## config.mk

```make
export PLATFORM = sky130hd
export DESIGN_NAME = vehicle_detect
export DESIGN_NICKNAME = d
export VERILOG_FILES = /design/src/rtl/traffic_pkg.sv /design/src/rtl/sync_2ff.sv /design/src/rtl/vehicle_detect.sv
export SDC_FILE = /design/constraint.sdc
export NUM_CORES = 1
export LEC_CHECK = 0
export BUFFER_PORTS_ARGS = -buffer_cell sky130_fd_sc_hd__buf_2
export CELL_PAD_IN_SITES_DETAIL_PLACEMENT = 0
export CELL_PAD_IN_SITES_GLOBAL_PLACEMENT = 1
export CORE_MARGIN = 2
export CORE_UTILIZATION = 40
export DETAILED_ROUTE_END_ITERATION = 16
export GPL_ROUTABILITY_DRIVEN = 1
export PLACE_DENSITY = 0.78
export SYNTH_ARGS = -nofsm -noshare
export SYNTH_HDL_FRONTEND = slang
export SYNTH_SLANG_ARGS = --single-unit
```

## constraint.sdc

```tcl
create_clock -name clk -period 1.8 [get_ports clk]
set_clock_uncertainty 0.1 [all_clocks]
set_input_delay 0.09 -clock clk [delete_from_list [all_inputs] [get_ports clk]]
set_output_delay 0.09 -clock clk [all_outputs]
set_load 0.01 [all_outputs]
```

## src/rtl/traffic_pkg.sv

```systemverilog
// Shared encodings and defaults for the traffic light controller and its
// input conditioners (vehicle detector today, highway/pedestrian later).
package traffic_pkg;

  // Light encodings driven by the controller.
  typedef enum logic [1:0] {
    LIGHT_RED    = 2'b00,
    LIGHT_YELLOW = 2'b01,
    LIGHT_GREEN  = 2'b10
  } light_t;

  // Vehicle detector FSM states.
  typedef enum logic [2:0] {
    VD_IDLE     = 3'd0,
    VD_QUAL_ON  = 3'd1,
    VD_PRESENT  = 3'd2,
    VD_QUAL_OFF = 3'd3,
    VD_FAULT    = 3'd4
  } vd_state_t;

  localparam int DEF_DEB_CYCLES   = 4;
  localparam int DEF_HOLD_CYCLES  = 8;
  localparam int DEF_STUCK_CYCLES = 1024;
  localparam int DEF_CNT_W        = 8;

  // Bits needed to hold every value 0..max_val (never less than one bit).
  function automatic int cnt_width(input int max_val);
    return (max_val < 1) ? 1 : $clog2(max_val + 1);
  endfunction

endpackage

```

## src/rtl/sync_2ff.sv

```systemverilog
// Two-flop synchronizer for a single asynchronous level input.
module sync_2ff (
  input  logic clk,
  input  logic clear,
  input  logic d,
  output logic q
);

  logic meta;

  // Shift the asynchronous input through two flops to settle metastability.
  always_ff @(posedge clk) begin
    // NOTE: non-blocking assignments keep meta and q as two distinct stages;
    // blocking ones would let d reach q in a single clock.
    if (clear) begin
      meta <= 1'b0;
      q    <= 1'b0;
    end else begin
      meta <= d;
      q    <= meta;
    end
  end

endmodule

```

## src/rtl/vehicle_detect.sv

```systemverilog
// Country-road loop detector conditioner: synchronizes and debounces the raw
// sensor, stretches gaps with a hold timer, counts arrivals since the last
// country green and fails safe (x held high) when the sensor sticks high.
module vehicle_detect
  import traffic_pkg::*;
#(
  parameter int DEB_CYCLES   = DEF_DEB_CYCLES,
  parameter int HOLD_CYCLES  = DEF_HOLD_CYCLES,
  parameter int STUCK_CYCLES = DEF_STUCK_CYCLES,
  parameter int CNT_W        = DEF_CNT_W
) (
  input  logic             clk,
  input  logic             clear,
  input  logic             raw_sense,
  input  logic             cntry_green,
  output logic             x,
  output logic             arrival,
  output logic [CNT_W-1:0] car_count,
  output logic             sensor_fault
);

  localparam int DEB_W   = cnt_width(DEB_CYCLES - 1);
  localparam int HOLD_W  = cnt_width(HOLD_CYCLES);
  localparam int STUCK_W = cnt_width(STUCK_CYCLES - 1);

  localparam logic [DEB_W-1:0]   DEB_ONE    = DEB_W'(1);
  localparam logic [DEB_W-1:0]   DEB_LAST   = DEB_W'(DEB_CYCLES - 1);
  localparam logic [HOLD_W-1:0]  HOLD_LOAD  = HOLD_W'(HOLD_CYCLES);
  localparam logic [STUCK_W-1:0] STUCK_LAST = STUCK_W'(STUCK_CYCLES - 1);
  localparam logic [CNT_W-1:0]   CNT_MAX    = '1;

  logic                s;
  vd_state_t           state, state_nxt;
  logic [DEB_W-1:0]    deb_cnt, deb_cnt_nxt;
  logic [STUCK_W-1:0]  stuck_cnt, stuck_cnt_nxt;
  logic [HOLD_W-1:0]   hold_cnt, hold_cnt_nxt;
  logic                hold_load;
  logic                qual_arrival;
  logic                green_q;
  logic                green_rise;

  sync_2ff u_sync (
    .clk   (clk),
    .clear (clear),
    .d     (raw_sense),
    .q     (s)
  );

  // State and counter registers.
  always_ff @(posedge clk) begin
    if (clear) begin
      state     <= VD_IDLE;
      deb_cnt   <= '0;
      stuck_cnt <= '0;
      hold_cnt  <= '0;
    end else begin
      state     <= state_nxt;
      deb_cnt   <= deb_cnt_nxt;
      stuck_cnt <= stuck_cnt_nxt;
      hold_cnt  <= hold_cnt_nxt;
    end
  end

  // Next-state logic: debounce on/off, stuck-high watchdog, fault recovery.
  always_comb begin
    // NOTE: every output of this block gets a default first so no path can
    // leave a value unassigned and infer a latch.
    state_nxt     = state;
    deb_cnt_nxt   = deb_cnt;
    stuck_cnt_nxt = stuck_cnt;
    hold_load     = 1'b0;
    qual_arrival  = 1'b0;

    unique case (state)
      VD_IDLE: begin
        if (s) begin
          state_nxt   = VD_QUAL_ON;
          deb_cnt_nxt = DEB_ONE;
        end
      end

      VD_QUAL_ON: begin
        if (!s) begin
          state_nxt   = VD_IDLE;
          deb_cnt_nxt = '0;
        end else if (deb_cnt == DEB_LAST) begin
          state_nxt     = VD_PRESENT;
          deb_cnt_nxt   = '0;
          stuck_cnt_nxt = '0;
          qual_arrival  = 1'b1;
        end else begin
          deb_cnt_nxt = deb_cnt + DEB_ONE;
        end
      end

      VD_PRESENT: begin
        if (stuck_cnt == STUCK_LAST) begin
          state_nxt   = VD_FAULT;
          deb_cnt_nxt = '0;
        end else begin
          stuck_cnt_nxt = stuck_cnt + STUCK_W'(1);
          if (!s) begin
            state_nxt   = VD_QUAL_OFF;
            deb_cnt_nxt = DEB_ONE;
          end
        end
      end

      VD_QUAL_OFF: begin
        // The watchdog keeps running through short dropouts.
        if (stuck_cnt != STUCK_LAST) stuck_cnt_nxt = stuck_cnt + STUCK_W'(1);
        if (s) begin
          state_nxt   = VD_PRESENT;
          deb_cnt_nxt = '0;
        end else if (deb_cnt == DEB_LAST) begin
          state_nxt   = VD_IDLE;
          deb_cnt_nxt = '0;
          hold_load   = 1'b1;
        end else begin
          deb_cnt_nxt = deb_cnt + DEB_ONE;
        end
      end

      VD_FAULT: begin
        // Recover only after a full debounce window of clean lows.
        if (s) begin
          deb_cnt_nxt = '0;
        end else if (deb_cnt == DEB_LAST) begin
          state_nxt   = VD_IDLE;
          deb_cnt_nxt = '0;
          hold_load   = 1'b1;
        end else begin
          deb_cnt_nxt = deb_cnt + DEB_ONE;
        end
      end

      default: begin
        state_nxt   = VD_IDLE;
        deb_cnt_nxt = '0;
      end
    endcase

    // Gap-extension timer: load wins, a new arrival cancels, else count down.
    if (hold_load)            hold_cnt_nxt = HOLD_LOAD;
    else if (qual_arrival)    hold_cnt_nxt = '0;
    else if (hold_cnt != '0)  hold_cnt_nxt = hold_cnt - HOLD_W'(1);
    else                      hold_cnt_nxt = hold_cnt;
  end

  assign green_rise = cntry_green & ~green_q;

  // Arrival pulse and saturating arrival counter, cleared by a country green rise.
  always_ff @(posedge clk) begin
    if (clear) begin
      arrival   <= 1'b0;
      green_q   <= 1'b0;
      car_count <= '0;
    end else begin
      arrival <= qual_arrival;
      green_q <= cntry_green;
      if (green_rise)
        car_count <= qual_arrival ? CNT_W'(1) : '0;
      else if (qual_arrival && car_count != CNT_MAX)
        car_count <= car_count + CNT_W'(1);
    end
  end

  assign x = (state == VD_PRESENT) || (state == VD_QUAL_OFF) ||
             (state == VD_FAULT)   || (hold_cnt != '0);
  assign sensor_fault = (state == VD_FAULT);

endmodule

```

## Word level (Yosys, flattened, before mapping)

Cells that the tools add are included.

- Bits in read-only memories: 0
- Latch bits: 0
- Word-level logic and storage cells: 78
- Memories: 0
- RAM bits: 0
- Register bits: 31

- Shift-type cells: 0
- Eq/ne operators: 16
- Bitwise logic cells: 2
- $mul: 0
- Reduce and logical (&&, ||, !) cells: 14
- Div/mod/pow operators: 0
- Mux-type cells: 32
- Magnitude comparators: 0
- $add $sub $neg: 4

Operator list:

| cell | count |
|---|---|
| 10-bit 2-to-1 mux | 4 |
| 10-bit case mux with 3 select lines | 1 |
| 3-bit 2-to-1 mux | 8 |
| 8-bit 2-to-1 mux | 2 |
| 3-bit case mux with 5 select lines | 1 |
| 2-bit 2-to-1 mux | 6 |
| 4-bit 2-to-1 mux | 3 |
| 10-bit by 1-bit adder with 10-bit output (second input constant) | 1 |
| 10-bit == test (second input constant) | 1 |
| 10-bit != test (second input constant) | 1 |
| 8-bit by 1-bit adder with 8-bit output (second input constant) | 1 |
| 2-bit != test (second input constant) | 4 |
| 8-bit != test (second input constant) | 1 |
| 2-bit case mux with 4 select lines | 1 |
| 3-bit by 2-bit == test with 1-bit output (second input constant) | 2 |
| 1-bit 2-to-1 mux | 6 |
| 3-bit != test (second input constant) | 2 |
| 3-bit nonzero test | 2 |
| 5-bit AND reduction | 1 |
| 2-bit by 1-bit != test with 1-bit output (second input constant) | 2 |
| 4-bit AND reduction | 1 |
| 4-bit nonzero test | 1 |
| 4-bit by 1-bit subtractor with 4-bit output (second input constant) | 1 |
| 3-bit by 1-bit == test with 1-bit output (second input constant) | 1 |
| other kinds (12) | 14 |

## Depth between registers and ports, before layout

- Word-level depth: 7
- Mapped depth: 6

## Cells and area by module

From an unflattened synthesis, not the netlist that was laid out.

- Cell total of the unflattened synthesis: 203
- Area, all modules: 1,714.1 um2

Modules (own cells, without submodules):

| module | instances | seq. area each (um2) | area an instance (um2) | cells each |
|---|---|---|---|---|
| vehicle_detect | 1 | 580.6 | 1,661.6 | 199 |
| sync_2ff | 1 | 40.0 | 52.6 | 4 |

## Least setup slack after synthesis

OpenSTA, ideal clock, no wires.

- Path type: reg-to-reg
- From: register car_count[0]
- To: register car_count[3]
- Clock period less this slack: 1.840 ns
- Data arrival time: 1.670 ns
- Setup time: 0.070 ns
- Required time: 1.630 ns
- Stages on the path, launching flop included: 6
- Path buffers: 0
- Path slack: -0.040 ns
- Path through: dfxtp_1 ha_1 and3_4 a311o_4 or3_1 a21oi_1

- Word-level cells in the longest chain between the ends: 3
- Elaborated cells on any way between the ends: 6
- Classes of those cells: add/sub (1); eq/ne (1); mux (2); reduce/logical (2)

RTL lines:

| item | line | text |
|---|---|---|
| from (decl) | vehicle_detect.sv:18 | `output logic [CNT_W-1:0] car_count,` |
| from (signal assigned) | vehicle_detect.sv:162 | `car_count <= qual_arrival ? CNT_W'(1) : '0;` |
| from (signal assigned) | vehicle_detect.sv:164 | `car_count <= car_count + CNT_W'(1);` |
| 8-bit by 1-bit adder with 8-bit output / 8-bit != test (equally long branches) | vehicle_detect.sv:164, vehicle_detect.sv:163 |  |
| 8-bit 2-to-1 mux / 1-bit logical AND (equally long branches) | vehicle_detect.sv:163 | `else if (qual_arrival && car_count != CNT_MAX)` |
| 8-bit 2-to-1 mux / 2-bit nonzero test (equally long branches) | n/a |  |

Parallel ways exist; a longest one is shown, timed or not. The select of a mux whose other input is x is not followed.
A chain may end at the register's enable or synchronous reset.

## Worst setup path in the final report

- From: register stuck_cnt[1]
- To: register deb_cnt[0]

- Word-level cells in the longest chain between the ends: 3
- Elaborated cells on any way between the ends: 5
- Classes of those cells: eq/ne (2); mux (2); reduce/logical (1)

RTL lines:

| item | line | text |
|---|---|---|
| from (decl) | vehicle_detect.sv:35 | `logic [STUCK_W-1:0] stuck_cnt, stuck_cnt_nxt;` |
| from (signal assigned) | vehicle_detect.sv:59 | `stuck_cnt <= stuck_cnt_nxt;` |
| 10-bit == test * | vehicle_detect.sv:97 | `if (stuck_cnt == STUCK_LAST) begin` |
| 2-bit 2-to-1 mux / 3-bit != test (equally long branches) | n/a |  |
| 2-bit case mux with 4 select lines / 2-bit AND reduction (equally long branches) | n/a |  |
| to (signal assigned) | vehicle_detect.sv:58 | `deb_cnt <= deb_cnt_nxt;` |
| to (decl) | vehicle_detect.sv:34 | `logic [DEB_W-1:0] deb_cnt, deb_cnt_nxt;` |

Mark *: on every way between the ends. The rest lies on a longest branch, timed or not.

==> impl.org <==
** Synthesis
- The number of different library cells used by synthesis comes to 52.
- Synth Register Bits :: 31
- sky130_fd_sc_hd__dfxtp_1 takes more of the synthesized area than any other cell.
- Among all flip-flop cells after synthesis, the most frequent one is sky130_fd_sc_hd__dfxtp_1.
- When the netlist entered floorplanning its net count stood at 204.
- Share of Yosys cell area claimed by the top area cell type :: 37.3%
- Sorting the synthesized cells by area gives the leading types as sky130_fd_sc_hd__dfxtp_1 (37%), sky130_fd_sc_hd__a21oi_1 (4.8%), sky130_fd_sc_hd__ha_1 (4.5%).
- For this run, the number of Yosys warnings is 0.
- In this run, synthesis inferred 0 flip-flops with an integrated enable.
- Avg Cell Area, Syn :: around 8.6 um2
- Ys async rst share :: 0%
- Seq/Total Area, Yosys :: 37.3%
- Counting every instance in the synthesized netlist gives 194.
- The synthesized netlist occupies a cell area of around 0.0017 mm2.

** Min path
- Number of stages on the worst hold path :: 2
- Classification of the worst-slack hold path :: in2reg
- Worst Hold Endpoint :: deb_cnt[1]
- The worst hold path begins at clear.

** Floorplan
- Measured along the y axis, the die boundary spans 68.5 um.
- Starting density of the core :: between 40% and 50%
- Area inside the core boundary :: 0.00400 mm2
- Die Footprint :: 0.00470 mm2
- FP Rows :: 23
- The die is 68.5 um wide.
- I/O pins :: 15

** Placement
- Once placement finished, the instance area stood at 0.00193 mm2.
- Setup WS pre-CTS :: 0.0121 ns
- The number of placed instances, taps included, is 272.
- Routability-driven placement finished with a final weighted congestion of between 0.8 and 0.9.
- The HPWL after detailed placement is 2770 um.
- During placement, the flow inserted port buffers numbering 14.

** Global routing
- Overall track demand over capacity in global routing :: 18.7%
- Initial antenna violation count :: 0
- Maximum number of pins on one net before global-route repair :: 20
- Number of global-route vias before repair :: 1482
- Global routing finished with a remaining overflow of 0.
- The first global-routing pass estimated 6560 um of wire.

** Run
- Max Cap Viol :: 0

** Detailed routing
- Number of DRC markers in iteration 0 :: slightly below 60
- In the routed design, unresolved DRC markers number 0.
- First-pass iteration count of the detailed router :: 4
- Vias per Instance :: ~5.5
- The count of nets left with antenna violations once routing finished came out at 0.
- In the final routed layout, each cell accounts on average for 13.7 um.
- Wire length reported by the detailed router :: 3990 um
- Total number of vias :: 1590

** Setup path
- Register-to-register path setup slack :: 0.007 ns
- CP endpoint kind :: flop
- CP Buf/Inv Count :: 0
- Largest incremental delay on the critical path :: 0.58 ns
- The worst setup path is of the reg2reg kind.
- At the worst endpoint, the arrival time is 1.85 ns.
- STA puts the critical path data required time at ~1.9 ns.
- The endpoint identified for the worst register-to-register timing path is deb_cnt[0].
- Walking the worst path, the cells encountered are ha_1 -> nand3_2 -> or4_1 -> a22oi_1 -> o32ai_1.
- The worst setup path is launched from a flop.
- On the critical path, the stage with the largest delay is an instance of sky130_fd_sc_hd__or4_1.
- R2r startpoint :: stuck_cnt[1]
- CP top delay family :: simple AND/OR/NAND/NOR gates
- In this run the worst path has a maximum fanout of 4.
- Number of cells on the worst reg-to-reg path :: 5

** Power and ir drop
- For this design the static power due to leakage is 0.843 nW.
- Power density of the placed cells :: 930 mW/mm2
- Peak ir drop on the vdd network :: 0.000924 V

** Clock network
- No sink is reached through more buffers than the 2 on the longest clock path.
- Reg clk slew, reported paths :: 0.07 ns
- At the later pin of the worst-skew pair, clock insertion delay measures 0.28 ns.
- The tree is rooted in a sky130_fd_sc_hd__clkbuf_8.
- TritonCTS built the clock tree.
- In this run the number of H-tree levels came out at 2.
- Clock buffers created by TritonCTS :: 5
- The clock net in this run drives a total of 31 sinks.

** Timing
- Setup TNS Final :: 0 ns
- Peak Freq :: 558 MHz
- Transition time of the tightest slew-check pin :: roughly 0.5 ns
- Shortest period the worst path allows :: 1.79 ns
- Of the available clock period, the critical path in the final layout requires 99.6%.
- The number of pins exceeding their max-slew limit in the final report came to 0.
- Worst hold slack :: ~0.094 ns
- Final hold vios :: 0
- Headroom to the max-slew limit :: ~66%
- Setup repair after global routing could not meet its margin everywhere.
- Setup violators final :: 0
- Setup WS post-layout :: around 0.0066 ns

** Final layout
- Ant diodes :: 0
- Area growth, synth to finish :: 30.9%
- The net count of the finished layout is 250.
- Fraction of layout cells with a size suffix above 1 :: 32.0%
- Once layout is done, the placed cells without fillers occupy between 0.002 and 0.0025 mm2.
- Number of standard cells in the final layout excluding fillers :: 291

** Status
- The run finished with clean final reports.
cell type report:
type | count | area [um2]
clock buffer | 6 | 82.6
clock inverter | 2 | 35.0
fill | 366 | 1820
inverter | 6 | 22.5
multi-input combinational | 150 | 1030
sequential | 31 | 624
tap | 50 | 62.6
timing repair buffer | 46 | 319
flip-flops by register name, indices dropped and copies added (netlist names):
signal / count
stuck_cnt: 10
arrival: 1
state: 3
green_q: 1
hold_cnt: 4
u_sync.q: 1
u_sync.meta: 1
car_count: 8
deb_cnt: 2
report_power, final:
part / internal, mW / total, mW / switching [mW]
Combinational: 0.308 / 0.529 / 0.221
Sequential: 0.740 / 0.778 / 0.0385
Clock: 0.448 / 0.720 / 0.272
cell usage after synthesis, drive strengths merged (2+ instances only):
cell type  count
a21oi         16
clkbuf         4
inv            6
mux2           2
nand4          2
or4            2
nor4           3
and3           6
o21ai         11
a31oi          2
nand3b         4
nand2          5
nand2b         9
a211oi         3
and2           2
or3            9
nor2b          5
buf            4
nor3           5
o311ai         2
dfxtp         31
a21o           2
ha             6
nor2          13
o31ai          2
nand3         10
or2            4
xnor2          5
and4           2
metrics by stage:
stage,power [mW],utilization (%)
floorplan,1.04,-
global placement,1.11,48.2
detailed placement,1.13,48.2
CTS,1.89,52.0
global route,2.14,54.5
finish,2.03,54.5
worst max-delay path by stage:
stage | start | slack (ns) | to | cells after the start
2_1_floorplan | car_count[1] | 0.02 | car_count[3] | 5
3_3_place_gp | car_count[0] | 0.05 | car_count[5] | 5
6_report | stuck_cnt[1] | 0.007 | deb_cnt[0] | 5
3_5_place_dp | car_count[0] | 0.01 | car_count[5] | 5
4_1_cts | hold_cnt[1] | -0.007 | x | 6
5_1_grt | stuck_cnt[6] | -0.06 | stuck_cnt[7] | 4
per-layer routing:
| metal | vias to the layer above | share of wire, % | GRT usage, % | wire length (um) |
|---|---|---|---|---|
| met5 | - | 0 | 0 | 0 |
| met4 | 0 | 1.1 | 9.25 | 42 |
| met3 | 6 | 3.7 | 3.90 | 146 |
| met2 | 32 | 48 | 30.6 | 1910 |
| met1 | 742 | 47 | 23.1 | 1900 |
| li1 | 810 | - | - | - |
layout by cell type, fill, tap and decap left out, drive strengths merged, types with 2 or more instances in the layout:
cell type,instances
a211oi,3
a21o,2
a21oi,16
a311o,2
a31oi,2
and2,2
and3,6
and4,2
buf,44
clkbuf,6
dfxtp,31
dlygate4sd3,2
ha,6
inv,6
mux2,2
nand2,5
nand2b,9
nand3,10
nand3b,4
nand4,2
nor2,13
nor2b,5
nor3,5
nor4,3
o21ai,11
o311ai,2
o31ai,2
or2,4
or3,9
or4,2
xnor2,5
cells by family (layout without fill, tap and decap cells):
| kind of cell | count (synthesis) | in the layout | share of synthesized area, % |
|---|---|---|---|
| AND/OR/NAND/NOR | 86 | 86 | 30.5 |
| multiplexers | 2 | 2 | 1.35 |
| buffers and inverters | 14 | 60 | 3.68 |
| AO/OA/AOI/OAI | 49 | 50 | 19.5 |
| adder cells (fa/ha/maj) | 6 | 6 | 4.51 |
| flip-flops | 31 | 31 | 37.3 |
| XOR/XNOR | 6 | 6 | 3.16 |
timing repair:
action,in CTS,in global routing
cloned,0,1
pin swaps,1,3
hold endpoints to repair,2,0
hold buffers,2,0
setup buffers,1,7
gates resized for setup,6,7
endpoints found under the setup margin,3,17
No activity file was read; power rests on OpenSTA's default activity.
